### src/rtl/snake_pkg.sv
// Shared direction encoding for the snake game datapath.
package snake_pkg;

  typedef logic [1:0] dir_t;

  localparam dir_t DIR_UP    = 2'b00;
  localparam dir_t DIR_DOWN  = 2'b01;
  localparam dir_t DIR_LEFT  = 2'b10;
  localparam dir_t DIR_RIGHT = 2'b11;

  // Opposite pairs differ only in bit 0 (up/down, left/right).
  function automatic dir_t opposite_dir(input dir_t d);
    return d ^ 2'b01;
  endfunction

endpackage

### src/rtl/btn_debounce.sv
// One push-button: 2-flop synchronizer, stable-level debouncer, press pulse.
module btn_debounce #(
  parameter int unsigned DEBOUNCE_CYCLES = 250
) (
  input  logic clk,
  input  logic rst_n,
  input  logic btn_i,
  output logic press_o
);

  localparam int unsigned CW = (DEBOUNCE_CYCLES > 1) ? $clog2(DEBOUNCE_CYCLES) : 1;
  localparam logic [CW-1:0] CNT_LAST = CW'(DEBOUNCE_CYCLES - 1);

  logic          sync1_q, sync2_q;
  logic          level_q, level_d;
  logic          press_q, press_d;
  logic [CW-1:0] cnt_q, cnt_d;

  // Bring the raw button into the clock domain.
  always_ff @(posedge clk or negedge rst_n) begin
    if (!rst_n) begin
      sync1_q <= 1'b0;
      sync2_q <= 1'b0;
    end else begin
      sync1_q <= btn_i;
      sync2_q <= sync1_q;
    end
  end

  // Count consecutive differing cycles; any return to the old level restarts.
  always_comb begin
    cnt_d   = cnt_q;
    level_d = level_q;
    press_d = 1'b0;
    if (sync2_q == level_q) begin
      cnt_d = '0;
    end else if (cnt_q == CNT_LAST) begin
      cnt_d   = '0;
      level_d = sync2_q;
      press_d = sync2_q;
    end else begin
      cnt_d = cnt_q + CW'(1);
    end
  end

  // Debounced level, counter and registered press pulse.
  always_ff @(posedge clk or negedge rst_n) begin
    if (!rst_n) begin
      cnt_q   <= '0;
      level_q <= 1'b0;
      press_q <= 1'b0;
    end else begin
      cnt_q   <= cnt_d;
      level_q <= level_d;
      press_q <= press_d;
    end
  end

  assign press_o = press_q;

endmodule

### src/rtl/dir_input_ctrl.sv
// Direction input controller: debounced buttons feed a 2-entry turn queue
// drained on each snake advance. Define DIR_REVERSE_GUARD_EN to reject
// 180-degree reversals in addition to duplicate directions.
module dir_input_ctrl
  import snake_pkg::*;
#(
  parameter int unsigned DEBOUNCE_CYCLES = 250
) (
  input  logic       SYS_CLK,
  input  logic       RST,
  input  logic       BTN_UP,
  input  logic       BTN_DOWN,
  input  logic       BTN_LEFT,
  input  logic       BTN_RIGHT,
  input  logic       MOVE_TICK,
  input  logic       ISPAUSED,
  output logic [1:0] MOVE_DIR,
  output logic       TURN_APPLIED,
  output logic [1:0] QUEUE_LEVEL
);

  logic [3:0] btn_raw;
  logic [3:0] press;

  dir_t       move_dir_q, move_dir_d;
  dir_t       q0_q, q0_d, q1_q, q1_d;
  logic [1:0] level_q, level_d, level_after_pop;
  logic       turn_q, turn_d;

  logic       press_vld, pop, push, reverse_ok;
  dir_t       press_dir, ref_dir;

  assign btn_raw = {BTN_RIGHT, BTN_LEFT, BTN_DOWN, BTN_UP};

  // One debouncer per button; bit order gives the priority order.
  for (genvar i = 0; i < 4; i++) begin : g_btn
    btn_debounce #(
      .DEBOUNCE_CYCLES(DEBOUNCE_CYCLES)
    ) u_debounce (
      .clk    (SYS_CLK),
      .rst_n  (RST),
      .btn_i  (btn_raw[i]),
      .press_o(press[i])
    );
  end

  // Resolve same-cycle presses: UP > DOWN > LEFT > RIGHT.
  always_comb begin
    press_vld = 1'b1;
    press_dir = DIR_UP;
    if (press[0])      press_dir = DIR_UP;
    else if (press[1]) press_dir = DIR_DOWN;
    else if (press[2]) press_dir = DIR_LEFT;
    else if (press[3]) press_dir = DIR_RIGHT;
    else               press_vld = 1'b0;
  end

  // Compare against the last queued turn, or the applied direction if empty.
  always_comb begin
    ref_dir = move_dir_q;
    if (level_q == 2'd2)      ref_dir = q1_q;
    else if (level_q == 2'd1) ref_dir = q0_q;
  end

`ifdef DIR_REVERSE_GUARD_EN
  assign reverse_ok = (press_dir != opposite_dir(ref_dir));
`else
  assign reverse_ok = 1'b1;
`endif

  assign pop             = MOVE_TICK && !ISPAUSED && (level_q != 2'd0);
  assign level_after_pop = level_q - 2'(pop);
  assign push            = press_vld && !ISPAUSED && (level_after_pop != 2'd2)
                           && (press_dir != ref_dir) && reverse_ok;

  // Queue next state: pop shifts head out, push lands behind what remains.
  always_comb begin
    move_dir_d = move_dir_q;
    q0_d       = q0_q;
    q1_d       = q1_q;
    turn_d     = pop;
    level_d    = level_after_pop + 2'(push);
    if (pop) begin
      move_dir_d = q0_q;
      q0_d       = q1_q;
    end
    if (push) begin
      if (level_after_pop == 2'd0) q0_d = press_dir;
      else                         q1_d = press_dir;
    end
  end

  // Applied direction, queue storage and turn pulse.
  always_ff @(posedge SYS_CLK or negedge RST) begin
    if (!RST) begin
      move_dir_q <= DIR_UP;
      q0_q       <= DIR_UP;
      q1_q       <= DIR_UP;
      level_q    <= 2'd0;
      turn_q     <= 1'b0;
    end else begin
      move_dir_q <= move_dir_d;
      q0_q       <= q0_d;
      q1_q       <= q1_d;
      level_q    <= level_d;
      turn_q     <= turn_d;
    end
  end

  assign MOVE_DIR     = move_dir_q;
  assign TURN_APPLIED = turn_q;
  assign QUEUE_LEVEL  = level_q;

endmodule

### config.mk
export PLATFORM = sky130hd
export DESIGN_NAME = dir_input_ctrl
export DESIGN_NICKNAME = d
export VERILOG_FILES = /design/src/rtl/snake_pkg.sv /design/src/rtl/btn_debounce.sv /design/src/rtl/dir_input_ctrl.sv
export SDC_FILE = /design/constraint.sdc
export NUM_CORES = 1
export LEC_CHECK = 0
export CORE_MARGIN = 2
export CORE_UTILIZATION = 53
export CTS_CLUSTER_SIZE = 25
export DETAILED_ROUTE_END_ITERATION = 7
export PLACE_DENSITY = 0.78
export RECOVER_POWER = 25
export REMOVE_ABC_BUFFERS = 1
export SETUP_SLACK_MARGIN = 0.1
export SYNTH_ARGS = -nofsm -noshare
export SYNTH_HDL_FRONTEND = slang
export SYNTH_SLANG_ARGS = --single-unit
export TNS_END_PERCENT = 1
### constraint.sdc
create_clock -name SYS_CLK -period 1.81 [get_ports SYS_CLK]
set_input_delay 0.181 -clock SYS_CLK [delete_from_list [all_inputs] [get_ports SYS_CLK]]
set_output_delay 0.181 -clock SYS_CLK [all_outputs]
set_load 0.01 [all_outputs]
**After elaboration in Yosys (flattened, before gate mapping)**

Index checks and enable logic that the tools add are counted.

- Input bits: 8
- Register bits after elaboration: 57
- Word-level logic and storage cells: 90
- Output and inout bits: 5

- Add/sub/neg operators: 6
- Bitwise gates (word level): 5
- Multiplexer cells: 29
- Reduce and logical (&&, ||, !) cells: 13
- Eq/ne operators: 12

Operators with widths:

| kind | count |
|---|---|
| 2-to-1 mux 8 bit | 8 |
| adder 8 x 1 -> 8 bit (second input constant) | 4 |
| equality test 8 bit (second input constant) | 4 |
| 2-to-1 mux 2 bit | 9 |
| 2-to-1 mux 1 bit | 12 |
| AND reduction 2 bit | 5 |
| logical AND 1 bit | 5 |
| NOT 1 bit | 5 |
| equality test 1 bit | 4 |
| adder 2 x 1 -> 2 bit | 1 |
| equality test 2 x 1 -> 1 bit (second input constant) | 1 |
| equality test 2 bit (second input constant) | 1 |
| zero test 2 bit | 1 |
| inequality test 2 bit | 1 |
| inequality test 2 bit (second input constant) | 1 |
| nonzero test 2 bit | 1 |
| subtractor 2 x 1 -> 2 bit | 1 |
| zero test 1 bit | 1 |

**Longest topological paths before layout**

- Depth after elaboration: 8
- Gate-level depth with buffers: 8
- Gate-level depth less buffers: 8

**Cells and area by module**

A second synthesis with hierarchy kept.

- Cell total of the unflattened synthesis: 237
- Area total of the unflattened synthesis: 2650.0 um^2

By module, submodules not included:

| module | instances | seq. area each (um^2) | cells an instance | area each (um^2) |
|---|---|---|---|---|
| btn_debounce (g_btn[0].u_debounce ...) | 3 | 300.3 | 47 | 529.3 |
| dir_input_ctrl | 1 | 225.2 | 49 | 538.0 |
| btn_debounce (g_btn[2].u_debounce) | 1 | 300.3 | 47 | 524.3 |

**Worst setup path after synthesis**

Ideal clock, no wire load.

- Kind: register to register
- Start: reg level_q[1] (netlist: QUEUE_LEVEL[1])
- End: reg q0_q[0]
- Data arrival time: 1737 ps
- Buffers on the path: 1
- Setup time: 133 ps
- Cell stages (with the launch flop): 9
- Data required time: 1677 ps
- Setup slack: -60 ps
- Period minus slack after synthesis: 1870 ps
- Cell sequence: dfrtp_1 > buf_6 > o211ai_1 > inv_1 > ha_1 > xor2_1 > nor2_1 > o211ai_2 > mux2i_1

- Longest elaborated chain between the ends: 7
- Elaborated cells on any way between the ends: 15
- Those cells by class: add/sub: 1; eq/ne: 4; mux: 5; reduce/logical: 5

Ends and longest elaborated chain:

| element | RTL line | text |
|---|---|---|
| start, declared | dir_input_ctrl.sv:27 | `logic [1:0] level_q, level_d, level_after_pop;` |
| start signal, assigned | dir_input_ctrl.sv:105 | `level_q <= level_d;` |
| nonzero test 2 bit (*) | dir_input_ctrl.sv:71 | `assign pop = MOVE_TICK && !ISPAUSED && (level_q != 2'd0);` |
| logical AND 1 bit (*) | dir_input_ctrl.sv:71 |  |
| net pop | dir_input_ctrl.sv:30 | `logic press_vld, pop, push, reverse_ok;` |
| subtractor 2 x 1 -> 2 bit | dir_input_ctrl.sv:72 | `assign level_after_pop = level_q - 2'(pop);` |
| inequality test 2 bit | dir_input_ctrl.sv:73 | `assign push = press_vld && !ISPAUSED && (level_after_pop != 2'd2)` |
| logical AND 1 bit | dir_input_ctrl.sv:73 |  |
| logical AND 1 bit | dir_input_ctrl.sv:74 | `&& (press_dir != ref_dir) && reverse_ok;` |
| 2-to-1 mux 2 bit (*) | dir_input_ctrl.sv:87 | `if (push) begin` |
| net q0_d[0] | dir_input_ctrl.sv:26 | `dir_t q0_q, q0_d, q1_q, q1_d;` |
| end signal, assigned | dir_input_ctrl.sv:103 | `q0_q <= q0_d;` |
| end, declared | dir_input_ctrl.sv:26 |  |

Mark *: on every way through the listed nets, which the timed path passes. The rest lies on a longest branch.
A chain may end at the register's enable or synchronous reset.

**Worst setup path in the final report**

- Start: reg level_q[1] (netlist: QUEUE_LEVEL[1])
- End: reg q0_q[1]

Same word-level chain as after synthesis.

==> impl_summary.txt <==
----------------------------------------------------
[Timing]
  Final Max Slew Viols ... 0
  Min Tclk post-route ... 1.68 ns
  Worst-case hold slack ... 0.348 ns
  Final hold vios ... 0
  Worst slew pin tran ... 0.734 ns
  Setup repair after global routing missed its margin ... true
  Remaining max-slew budget at the tightest pin ... 51.1%
  Final worst-path cycle share ... between 90 and 100%
  Clock Skews ... 0.00563 ns
  Maximum clock frequency ... between 500 and 600 MHz
  Final count of negative-setup-slack endpoints ... 0

[Power]
  Total Power ... between 3 and 4 mW
  P per Cell Area ... 1110 nW/um^2
  Leakage power ... 1.40 nW
  Worst-case vdd ir drop ... 0.514 mV

[Placement]
  I/O Buffers ... 12
  Cell area after placement ... around 2700 sq um
  Final HPWL DP ... 2.31 mm
  Weighted congestion reported at the end of routability-driven placement ... 0.738
  Placed cell count ... 287

[Finish]
  Number of standard cells in the final layout excluding fillers ... 308
  Most common cell after layout, fill and taps aside ... dfrtp_1
  Layout cells sized above 1 ... between 10% and 20%
  Commonest non-fill, non-tap cells in the layout ... 55 x dfrtp_1, 45 x nor2_1, 16 x nand2_1
  Final standard cell area without fillers ... slightly below 3000 sq um
  Fill cell instance count of the final layout ... 343
  Net total in the final layout ... 268
  Area added between synthesis and finish ... 18.3%
  Total inserted antenna cells ... 0

[Clocking]
  Clk_lat worst skew ... 0.33 ns
  CTS tree ... done
  Clk buf depth ... 2
  Number of H-tree levels ... 3
  Number of clock sinks ... 57
  Register clock-pin slew on the reported worst setup and hold paths ... 0.06 ns
  CTS Root Buffer Type ... clkbuf_8
  Inserted Clock Buffers ... 9

[Drt]
  Violation count after the first detailed-route iteration ... 87
  Average routed wire per standard cell ... 12.1 um
  First-pass detailed-route iteration total ... 4
  Post-DR vias/cell ... 5.08
  Detailed-route DRC error count ... 0
  Via count of the routed design ... approximately 1600
  Routed wire length ... 3.73 mm
  Post-route antenna net violation count ... 0

[Critical path]
  R2R cell count ... 7
  Peak fanout along the critical path ... 4
  Internal reg-to-reg setup slack ... 0.13 ns
  Reg-to-reg critical path endpoint ... q0_q[1]
  Startpoint type of the worst setup path ... flop
  Buffers & Inverters on Critical Path ... 1
  Kind of critical path ... reg -> reg
  Critical path cell sequence ... o211ai_1, inv_1, ha_4, xor2_2, nor2_2, o211ai_2, mux2i_1
  Crit path required time ... 2.05 ns
  Reg2reg start ... QUEUE_LEVEL[1]
  Type of destination of the critical path ... flop
  Critical path's top delay family ... flip-flops
  Crit path arrival time ... roughly 1.9 ns
  Peak per-stage delay on the critical path ... between 0.4 and 0.5 ns
  Cell type of the slowest stage on the worst timing path ... dfrtp_2

[Logic synthesis]
  Yosys warns ... 0
  Post-synth top area share ... 57.2%
  Synth Register Bits ... 57
  Per-instance average area after synthesis ... 11.3 sq um
  Post-synthesis cell area ... 2490 sq um
  Cell accounting for the most synthesized area ... dfrtp_1
  Number of distinct library cells after synthesis ... 23
  Largest cells by area after synthesis ... dfrtp_1 57%, nor2_1 6.9%, xnor2_1 5.6%
  Seq/Total Area, Yosys ... 57.2%
  Synth Instances ... 221

[Floorplan]
  Vertical die dimension ... 72.6 um
  Boundary Pins ... 13
  Full die area ... about 5300 sq um
  Row Count ... 24
  Initial cell density of the core ... between 50% and 60%
  Floorplan core area ... 4440 sq um
  Width of the die ... 72.6 um

[Global routing]
  Antenna violations before repair ... 0
  Overall Global Routing Usage ... between 15 and 20%
  First-pass GRT wire length ... between 6 and 7 mm
  Pin count of the biggest net entering global routing ... 58
  Residual overflow from global routing ... 0
  Number of global-route vias before repair ... 1531

[Worst hold path]
  Hold Path Cell Cnt ... 0
  Endpoint with the worst hold slack ... g_btn[2].u_debounce.sync2_q
  Min-delay worst type ... reg -> reg
  Startpoint of the most critical hold path ... g_btn[2].u_debounce.sync1_q

[Status]
  Run status ... completed

[Run]
  Reported max-cap violation count ... 0

----------------------------------------------------
==> state kept, by name, summed over array words and instances, names as in the netlist <==
name	flops
QUEUE_LEVEL	2
g_btn.u_debounce.sync2_q	4
g_btn.u_debounce.level_q	4
g_btn.u_debounce.sync1_q	4
q0_q	2
g_btn.u_debounce.cnt_q	32
TURN_APPLIED	1
MOVE_DIR	2
g_btn.u_debounce.press_o	4
q1_q	2
==> power by group <==
group          internal [mW]  switching, mW  leakage [nW]
clock                  0.642          0.458         0.102
sequential              1.38         0.0878         0.740
combinational          0.373          0.338         0.561
==> per-stage QoR <==
stage	setup TNS, ns	utilization [%]	worst slack (ns)
3_3_place_gp	0	60.7	0.0637
6_report	0	66.4	0.129
4_1_cts	0	65.5	0.133
3_5_place_dp	-0.00416	60.7	-0.00416
2_1_floorplan	-0.105	-	-0.0548
5_1_grt	0	66.4	0.0241
==> cell usage after synthesis <==
library cell	number
dfrtp_1	57
nor2_1	46
nand2_1	16
xnor2_1	16
xor2_1	16
nand3_1	11
inv_1	10
mux2i_1	10
ha_1	9
mux2_2	6
nor3b_1	4
or3_1	4
a21oi_1	3
and3_1	3
o211ai_2	2
buf_6	1
nand4_1	1
nor2b_1	1
o211ai_1	1
o21a_1	1
o21ai_0	1
o21ai_4	1
o21bai_1	1
==> worst max-delay path by stage <==
stage	from	end	slack, ns	depth (start not counted)
finish	QUEUE_LEVEL[1]	q0_q[1]	0.13	7
detailed placement	ISPAUSED	q0_q[0]	-0.004	9
global route	QUEUE_LEVEL[1]	q0_q[1]	0.02	6
CTS	QUEUE_LEVEL[1]	q1_q[0]	0.13	6
global placement	ISPAUSED	q0_q[0]	0.06	9
floorplan	QUEUE_LEVEL[1]	q0_q[0]	-0.05	7
==> repair_timing <==
action,CTS,global route
gates resized for setup,2,5
endpoints found under the hold margin,57,0
hold buffers,1,0
setup buffers,0,4
pin swaps,0,3
endpoints found under the setup margin,4,5
==> routing by layer <==
layer,GRT usage [%],wire [um]
met5,0,0
met4,9.88,76
met3,4.97,135
met2,24.5,1810
met1,20.2,1700
==> final cells by class <==
cell class / count / area [sq um] / area share [%]
Sequential cell: 57 / 1430 / 48.4
Inverter: 10 / 37.5 / 1.27
Clock buffer: 14 / 183 / 6.19
Clock inverter: 2 / 10.0 / 0.339
Multi-Input combinational cell: 153 / 1050 / 35.5
Tap cell: 52 / 65.1 / 2.21
Timing Repair Buffer: 20 / 178 / 6.02
==> cell families after synthesis <==
group | Yosys count | share of synthesized area (%)
fa+ha+maj | 9 | 4.52
compound gates | 10 | 3.36
mux | 16 | 6.72
xor+xnor | 32 | 11.2
buf+inv | 11 | 1.96
flops | 57 | 57.2
simple gates | 86 | 15.0
Note: power is estimated with default switching activity, not from simulation.
